<file path="config.mk">
export PLATFORM = sky130hd
export DESIGN_NAME = ps2_host_tx
export DESIGN_NICKNAME = d
export VERILOG_FILES = /design/src/rtl/ps2_host_tx.sv
export SDC_FILE = /design/constraint.sdc
export NUM_CORES = 1
export LEC_CHECK = 0
export CAP_MARGIN = 25
export CORE_MARGIN = 4
export CORE_UTILIZATION = 45
export DETAILED_ROUTE_END_ITERATION = 8
export SLEW_MARGIN = 20
export SYNTH_ARGS = -nofsm -noshare
export SYNTH_HDL_FRONTEND = slang
export SYNTH_SLANG_ARGS = --single-unit
export TNS_END_PERCENT = 1
</file>
<file path="constraint.sdc">
create_clock -name Clock -period 6 [get_ports Clock]
set_input_delay 0.9 -clock Clock [delete_from_list [all_inputs] [get_ports Clock]]
set_output_delay 0.9 -clock Clock [all_outputs]
set_load 0.01 [all_outputs]
</file>
<file path="src/rtl/ps2_host_tx.sv">
// PS/2 host-to-device transmitter: inhibits the bus, issues a request-to-send,
// clocks out start/data/parity/stop on device clock edges and checks the ACK.
module ps2_host_tx #(
    parameter int INHIBIT_CYCLES = 5000,
    parameter int TIMEOUT_CYCLES = 750000
) (
    input  logic       Clock,
    input  logic       Reset_n,
    input  logic       Send,
    input  logic [7:0] TxData,
    output logic       Ready,
    output logic       Done,
    output logic       Error,
    input  logic       PS2_Clock_In,
    input  logic       PS2_Data_In,
    output logic       PS2_Clock_Drive,
    output logic       PS2_Data_Drive
);

    localparam int INH_W = $clog2(INHIBIT_CYCLES + 1);
    localparam int TO_W  = $clog2(TIMEOUT_CYCLES + 1);
    localparam logic [INH_W-1:0] INH_LAST = INH_W'(INHIBIT_CYCLES - 1);
    localparam logic [TO_W-1:0]  TO_LAST  = TO_W'(TIMEOUT_CYCLES - 1);
    localparam logic [TO_W-1:0]  TO_MAX   = TO_W'(TIMEOUT_CYCLES);

    typedef enum logic [2:0] {
        S_IDLE, S_INHIBIT, S_REQ, S_XFER, S_ACK, S_WAIT_IDLE
    } state_t;

    state_t            state_q, state_d;
    logic              clk_s1_q, clk_s2_q, clk_prev_q;
    logic              dat_s1_q, dat_s2_q;
    logic [INH_W-1:0]  inh_q, inh_d;
    logic [TO_W-1:0]   to_q, to_d, to_inc;
    logic [3:0]        idx_q, idx_d;
    logic              ddrv_q, ddrv_d;
    logic              done_q, done_d;
    logic              err_q, err_d;
    logic [7:0]        byte_q;
    logic              par_q;
    logic              accept;
    logic              fe;

    // Synchronisers idle high so a line that is already high never looks like an edge.
    always_ff @(posedge Clock or negedge Reset_n) begin
        if (!Reset_n) begin
            clk_s1_q   <= 1'b1;
            clk_s2_q   <= 1'b1;
            clk_prev_q <= 1'b1;
            dat_s1_q   <= 1'b1;
            dat_s2_q   <= 1'b1;
        end else begin
            clk_s1_q   <= PS2_Clock_In;
            clk_s2_q   <= clk_s1_q;
            clk_prev_q <= clk_s2_q;
            dat_s1_q   <= PS2_Data_In;
            dat_s2_q   <= dat_s1_q;
        end
    end

    assign fe = clk_prev_q & ~clk_s2_q;

    always_ff @(posedge Clock or negedge Reset_n) begin
        if (!Reset_n) begin
            state_q <= S_IDLE;
            inh_q   <= '0;
            to_q    <= '0;
            idx_q   <= '0;
            ddrv_q  <= 1'b0;
            done_q  <= 1'b0;
            err_q   <= 1'b0;
        end else begin
            state_q <= state_d;
            inh_q   <= inh_d;
            to_q    <= to_d;
            idx_q   <= idx_d;
            ddrv_q  <= ddrv_d;
            done_q  <= done_d;
            err_q   <= err_d;
        end
    end

    always_ff @(posedge Clock) begin
        if (accept) begin
            byte_q <= TxData;
            par_q  <= ~^TxData;
        end
    end

    assign to_inc = (to_q == TO_MAX) ? to_q : to_q + 1'b1;

    always_comb begin
        state_d = state_q;
        inh_d   = inh_q;
        to_d    = to_q;
        idx_d   = idx_q;
        ddrv_d  = ddrv_q;
        done_d  = 1'b0;
        err_d   = 1'b0;
        accept  = 1'b0;
        case (state_q)
            S_IDLE: begin
                ddrv_d = 1'b0;
                if (Send) begin
                    accept  = 1'b1;
                    inh_d   = '0;
                    state_d = S_INHIBIT;
                end
            end
            S_INHIBIT: begin
                if (inh_q == INH_LAST) begin
                    ddrv_d  = 1'b1;
                    state_d = S_REQ;
                end else begin
                    inh_d = inh_q + 1'b1;
                end
            end
            S_REQ: begin
                idx_d   = '0;
                to_d    = '0;
                state_d = S_XFER;
            end
            S_XFER: begin
                to_d = to_inc;
                if (to_q >= TO_LAST) begin
                    err_d   = 1'b1;
                    ddrv_d  = 1'b0;
                    state_d = S_WAIT_IDLE;
                end else if (fe) begin
                    idx_d = idx_q + 1'b1;
                    if (idx_q < 4'd8) begin
                        ddrv_d = ~byte_q[idx_q[2:0]];
                    end else if (idx_q == 4'd8) begin
                        ddrv_d = ~par_q;
                    end else begin
                        ddrv_d  = 1'b0;
                        state_d = S_ACK;
                    end
                end
            end
            S_ACK: begin
                to_d   = to_inc;
                ddrv_d = 1'b0;
                // The ACK edge is checked first so it wins over a coincident timeout.
                if (fe) begin
                    done_d  = ~dat_s2_q;
                    err_d   = dat_s2_q;
                    state_d = S_WAIT_IDLE;
                end else if (to_q >= TO_LAST) begin
                    err_d   = 1'b1;
                    state_d = S_WAIT_IDLE;
                end
            end
            S_WAIT_IDLE: begin
                ddrv_d = 1'b0;
                if (clk_s2_q && dat_s2_q) begin
                    state_d = S_IDLE;
                end
            end
            default: begin
                ddrv_d  = 1'b0;
                state_d = S_IDLE;
            end
        endcase
    end

    assign Ready           = (state_q == S_IDLE);
    assign Done            = done_q;
    assign Error           = err_q;
    assign PS2_Clock_Drive = (state_q == S_INHIBIT) || (state_q == S_REQ);
    assign PS2_Data_Drive  = ddrv_q;

endmodule

</file>
==> results of run 1 <==
## cell usage after synthesis, drive strengths merged (5+ instances only)
library cell,count
edfxtp,9
or3,9
xnor2,20
or4,5
o21ai,19
a21oi,16
nand3,16
nand2,31
dfrtp,43
ha,5
clkbuf,11
inv,8
dfstp,5
nor3,11
nor2,28
nand4,6
## kinds of logic (layout without fill, tap and decap cells)
| family | after synthesis | in the layout | synth area share, % |
|---|---|---|---|
| mux | 6 | 6 | 2.86 |
| xor+xnor | 24 | 24 | 6.87 |
| fa+ha+maj | 5 | 5 | 2.04 |
| buf+inv | 20 | 43 | 2.70 |
| simple gates | 134 | 134 | 23.5 |
| compound gates | 62 | 62 | 13.8 |
| flops | 57 | 57 | 48.3 |
## state kept, by name, summed over array words and instances, names as in the netlist
name / count
to_q: 20
inh_q: 13
byte_q: 8
idx_q: 4
state_q: 3
Done: 1
Error: 1
PS2_Data_Drive: 1
clk_prev_q: 1
clk_s1_q: 1
clk_s2_q: 1
dat_s1_q: 1
dat_s2_q: 1
par_q: 1
## through the flow
stage / power (mW) / worst slack [ps] / hold slack (ps) / cells / util [%]
CTS: 0.871 / 3070 / 347 / 408 / 54.3
finish: 0.861 / 3070 / 347 / 408 / 54.3
global placement: 0.431 / 3450 / 346 / 392 / 50.6
global route: 0.895 / 2940 / 349 / 408 / 54.3
detailed placement: 0.431 / 3430 / 347 / 392 / 50.6
floorplan: 0.414 / 3940 / 345 / 308 / -
## power breakdown
group	switching, mW	total, mW	internal (mW)
logic	0.0129	0.0254	0.0126
registers	0.000740	0.397	0.396
clock network	0.163	0.439	0.275
## metal layers
metal	vias to the layer above	GRT usage (%)
met1	1101	23.3
li1	1159	-
met2	28	24.5
met4	0	5.99
met3	7	4.83
met5	-	0
## worst max path at each step
| stage | from | endpoint | slack, ps | cells past startpoint |
|---|---|---|---|---|
| after floorplan | state_q[0] | byte_q[0] | 3940 | 4 |
| after global placement | Send | inh_q[10] | 3450 | 6 |
| after detailed placement | Send | inh_q[10] | 3430 | 6 |
| after CTS | state_q[0] | PS2_Clock_Drive | 3070 | 3 |
| after global routing | state_q[0] | PS2_Clock_Drive | 2940 | 3 |
| final | state_q[0] | PS2_Clock_Drive | 3070 | 3 |
## area by class of cell
class	instances	area (um^2)
fillers	569	2970
clock inverters	7	119
repair buffers	19	180
clock buffers	9	124
multi-input cells	231	1500
well taps	77	96.3
inverters	8	30.0
flip-flops and latches	57	1480
==> results.py, run 1 <==
metrics = {
    "route": {
        "met3_wirelength_um": 238,
        "avgRoutedWirePerCell_um": 15.2,
        "drcViolationCount": 0,
        "vias": 2295,
        "wirelength_um": 6210,
        "postRouteAntennaNets": 0,
        "top_layer": "met4",
        "via_per_inst": 5.63,
        "dr_wl_met2_um": 2820,
        "wl_met1_um": 3080,
        "firstDrtPassIters": 4,
        "dr.first_iter.drc_count": 92,
    },
    "synth": {
        "synth_top_area_cell": "dfrtp_1",
        "yosys_warnings": 0,
        "ys_types": 58,
        "ys_async_sr_fraction_pct": 84.2,
        "ys_seq_area_share_pct": 48.3,
        "ys_seq_elements": 57,
        "yosys.area.top_type_share_pct": 35.1,
        "synth_ff_type": "dfrtp_1",
        "synth_cells": 308,
        "synth_area_um2": 3060,
        "synth_edf_count": 9,
        "synthTopCellsByArea": "dfrtp_1, edfxtp_1, xnor2_1",
        "synth.avg_cell_area_um2": 9.94,
        "synth_nets": 326,
    },
    "global_routing": {
        "grt_pass1_wl_um": 11100,
        "grt_max_degree": 49,
        "grt_pass1_vias": 2323,
        "grt.total_usage_pct": 16.7,
        "grt_overflow": 0,
        "antenna_found_initial": 0,
    },
    "clocking": {
        "cts_tree": "built",
        "cts.sinks": 57,
        "cts_max_level": 3,
        "clock_latency_ps": 340,
        "cts_setup_buffers": 0,
        "cts_resized": 0,
        "cts_buffers": 9,
        "cts_hold_buffers": 0,
        "cts_root_buf": "clkbuf_8",
        "clockBufferDepth": 2,
        "path_clk_slew_ps": 70,
    },
    "placement": {
        "portBuffers": 17,
        "placed_area_um2": 3290,
        "place_congestion": 0.803,
        "dp_hpwl_um": 4330,
    },
    "timing": {
        "fin_skew_ps": 11.6,
        "tns_ps": 0,
        "rsz0062_at_grt": "false",
        "max-slew-margin-rel_pct": 47.0,
        "setup_viol": 0,
        "slew_violations": 0,
        "hold_violations": 0,
        "period_minus_slack_ps": 2930,
        "worst_pin_slew_ps": 795,
        "post-route-period-util_pct": 48.9,
        "fmax_ghz": 0.341,
    },
    "floorplanning": {
        "core_area_um2": 6490,
        "die_w_um": 90.5,
        "start_util_pct": 47.1,
        "dieArea_um2": 8190,
        "rows": 29,
        "num_io_pins": 18,
        "dieHeight_um": 90.5,
    },
    "cells_and_area": {
        "final_cell_mix": "dfrtp_1, nand2_1, nor2_1, xnor2_1",
        "diodes": 0,
        "finalInstanceArea_um2": 3530,
        "final_common_cell": "dfrtp_1",
        "synthToLayoutAreaGrowth_pct": 15.2,
        "layout-drive-gt1-share_pct": 12.1,
        "finish.net_count": 344,
    },
    "power": {
        "p_leak_nw": 1.42,
        "pwr_density_cell_nw_per_um2": 244,
        "peakVddDrop_mv": 0.244,
    },
    "hold_path": {
        "hold_depth": 0,
        "worstHoldStart": "clk_s1_q",
        "min_path_type": "register to register",
        "hold_end": "clk_s2_q",
    },
    "critical_path": {
        "crit_type": "register to primary output",
        "reg2reg_depth": 5,
        "reg2reg_from": "state_q[0]",
        "critPathCaptureType": "primary output",
        "slowest_stage": "dfrtp_1",
        "critPathLaunchType": "register",
        "cp_slowest_stage_delay_ps": 840,
        "crit_required_ps": 5100,
        "path_max_fanout": 26,
        "critPathTopFamily": "flip-flops",
        "worst-path-buf-inv": 1,
        "path_cells": "xnor2_1 -> nor2_1 -> clkdlybuf4s50_1",
        "worstReg2RegEnd": "to_q[9]",
        "worstPathArrival_ps": 2030,
        "ff2ff_setup_slack_ps": 3560,
    },
    "job": {
        "cap_violations": 0,
    },
    "outcome": {
        "outcome": "finished, final reports clean",
    },
}
Note: power is estimated with default switching activity, not from simulation.
==> inputs of run 2 (changes only) <==
--- a/config.mk
+++ b/config.mk
@@ -9,6 +9,7 @@
 export CORE_MARGIN = 4
 export CORE_UTILIZATION = 45
 export DETAILED_ROUTE_END_ITERATION = 8
+export PLACE_DENSITY = 0.65
 export SLEW_MARGIN = 20
 export SYNTH_ARGS = -nofsm -noshare
 export SYNTH_HDL_FRONTEND = slang
==> constraint.sdc (replaced) <==
create_clock -name Clock -period 2.4 [get_ports Clock]
set_input_delay 0.36 -clock Clock [delete_from_list [all_inputs] [get_ports Clock]]
set_output_delay 0.36 -clock Clock [all_outputs]
set_load 0.01 [all_outputs]
==> run 2 against run 1 <==
Against the previous run:
- core utilization fell by 0.15 points
- clock-buffer cell count rose by 7
- flip-flop and latch count did not move
- via count rose by 2.0%
- first-iteration DRC count rose by 100%
- worst setup slack got worse by 2900 ps
- wire length rose by 0.53%
- critical path type unchanged
- highest routed layer unchanged
==> results.py, run 2 (synthesis gave the netlist of run 1 again) <==
metrics = {
    "outcome": {
        "outcome": "finished, final reports clean",
    },
    "cells_and_area": {
        "largest_reg_flops": 20,
        "diodes": 0,
        "layout-drive-gt1-share_pct": 12.4,
        "final_cell_mix": "dfrtp_1, nand2_1, nor2_1, xnor2_1",
        "synthToLayoutAreaGrowth_pct": 14.9,
        "final_common_cell": "dfrtp_1",
        "finish.net_count": 352,
        "largest_register": "to_q",
        "finalInstanceArea_um2": 3520,
        "reg_top3": "to_q: 20 flops, inh_q: 13 flops, byte_q: 8 flops",
        "n_fill_cell": 582,
    },
    "critical_path": {
        "slowest_stage": "clkdlybuf4s50_1",
        "path_max_fanout": 19,
        "path_cells": "buf_4 -> xnor2_1 -> nor2_1 -> clkdlybuf4s50_1",
        "worst-path-buf-inv": 2,
        "crit_type": "register to primary output",
        "crit_required_ps": 2040,
        "worstPathArrival_ps": 1900,
        "critPathCaptureType": "primary output",
        "critPathLaunchType": "register",
        "cp_slowest_stage_delay_ps": 570,
        "critPathTopFamily": "buffers and inverters",
    },
    "floorplanning": {
        "core_area_um2": 6490,
        "die_w_um": 90.5,
        "start_util_pct": 47.1,
        "rows": 29,
        "dieHeight_um": 90.5,
        "num_io_pins": 18,
        "dieArea_um2": 8190,
    },
    "clocking": {
        "clockBufferDepth": 2,
        "cts_root_buf": "clkbuf_8",
        "cts_max_level": 3,
        "cts_tree": "built",
        "cts.sinks": 57,
        "path_clk_slew_ps": 60,
        "cts_buffers": 9,
        "clock_latency_ps": 330,
        "cts_resized": 0,
        "cts_setup_buffers": 0,
        "cts_hold_buffers": 1,
    },
    "global_routing": {
        "grt_overflow": 0,
        "grt.total_usage_pct": 16.6,
        "grt_pass1_vias": 2290,
        "grt_pass1_wl_um": 11100,
        "antenna_found_initial": 0,
        "grt_max_degree": 23,
    },
    "placement": {
        "dp_hpwl_um": 4410,
        "portBuffers": 17,
        "placed_area_um2": 3340,
        "place_congestion": 0.770,
    },
    "timing": {
        "fin_skew_ps": 10.9,
        "tns_ps": 0,
        "fmax_ghz": 0.442,
        "hold_violations": 0,
        "rsz0062_at_grt": "false",
        "setup_viol": 0,
        "max-slew-margin-rel_pct": 64.6,
        "period_minus_slack_ps": 2260,
        "hold_ws_ps": 355,
        "worst_pin_slew_ps": 517,
        "slew_violations": 0,
        "post-route-period-util_pct": 94.3,
    },
    "route": {
        "via_per_inst": 5.63,
        "dr.first_iter.drc_count": 188,
        "firstDrtPassIters": 4,
        "drcViolationCount": 0,
        "vias": 2341,
        "wirelength_um": 6240,
        "avgRoutedWirePerCell_um": 15.0,
        "postRouteAntennaNets": 0,
    },
    "job": {
        "cap_violations": 0,
    },
    "power": {
        "peakVddDrop_mv": 0.313,
        "p_leak_nw": 1.43,
        "totalPowerFinal_mw": 1.86,
        "pwr_density_cell_nw_per_um2": 527,
    },
    "hold_path": {
        "min_path_type": "register to register",
    },
}
-- run 2: layout make-up --
type                       count  area (um^2)  area share (%)
clock buffer                  16          170            4.84
multi-input combinational    231         1500            42.7
tap                           77         96.3            2.74
timing repair buffer          27          243            6.90
sequential                    57         1480            42.0
inverter                       8         30.0           0.853
-- run 2: worst paths after layout --
check / start / end / cells past startpoint / slack [ps]
max: state_q[0] / PS2_Clock_Drive / 4 / 140
min: dat_s1_q / dat_s2_q / 0 / 350
max reg2reg: to_q[10] / idx_q[1] / 5 / 280
min reg2reg: dat_s1_q / dat_s2_q / 0 / 350
max in group asynchronous: Reset_n / clk_s2_q / 3 / 1260
min in group asynchronous: Reset_n / inh_q[4] / 2 / 470
-- run 2: worst register-to-register path, delay by kind of cell, from the launching register on --
kind	cells	cell delay, ps
flops	1	430
simple gates	3	1190
compound gates	2	440
-- run 2: through the flow --
stage	worst slack [ps]	utilization (%)	instances
2_1_floorplan	341	-	308
3_3_place_gp	330	51.4	399
3_5_place_dp	302	51.4	399
4_1_cts	119	54.2	416
5_1_grt	5.26	54.2	416
6_report	136	54.2	416
-- run 2: power breakdown --
group / switching, mW / internal (mW) / total (mW)
combinational: 0.0338 / 0.0335 / 0.0673
clock: 0.360 / 0.434 / 0.794
sequential: 0.00204 / 0.992 / 0.994
total: 0.396 / 1.46 / 1.86
-- run 2: routing by layer --
layer  wire length (um)  global-route usage [%]
met1               3090                    24.0
met2               2860                    24.2
met3                241                    4.75
met4                 42                    4.97
met5                  0                       0
==> inputs of run 3 (changes only) <==
--- a/config.mk
+++ b/config.mk
@@ -10,7 +10,6 @@
 export CORE_UTILIZATION = 45
 export DETAILED_ROUTE_END_ITERATION = 8
 export PLACE_DENSITY = 0.65
-export SLEW_MARGIN = 20
 export SYNTH_ARGS = -nofsm -noshare
 export SYNTH_HDL_FRONTEND = slang
 export SYNTH_SLANG_ARGS = --single-unit
==> results of run 3 <==
No change in the layout: final DEF, timing and power equal those of run 2.
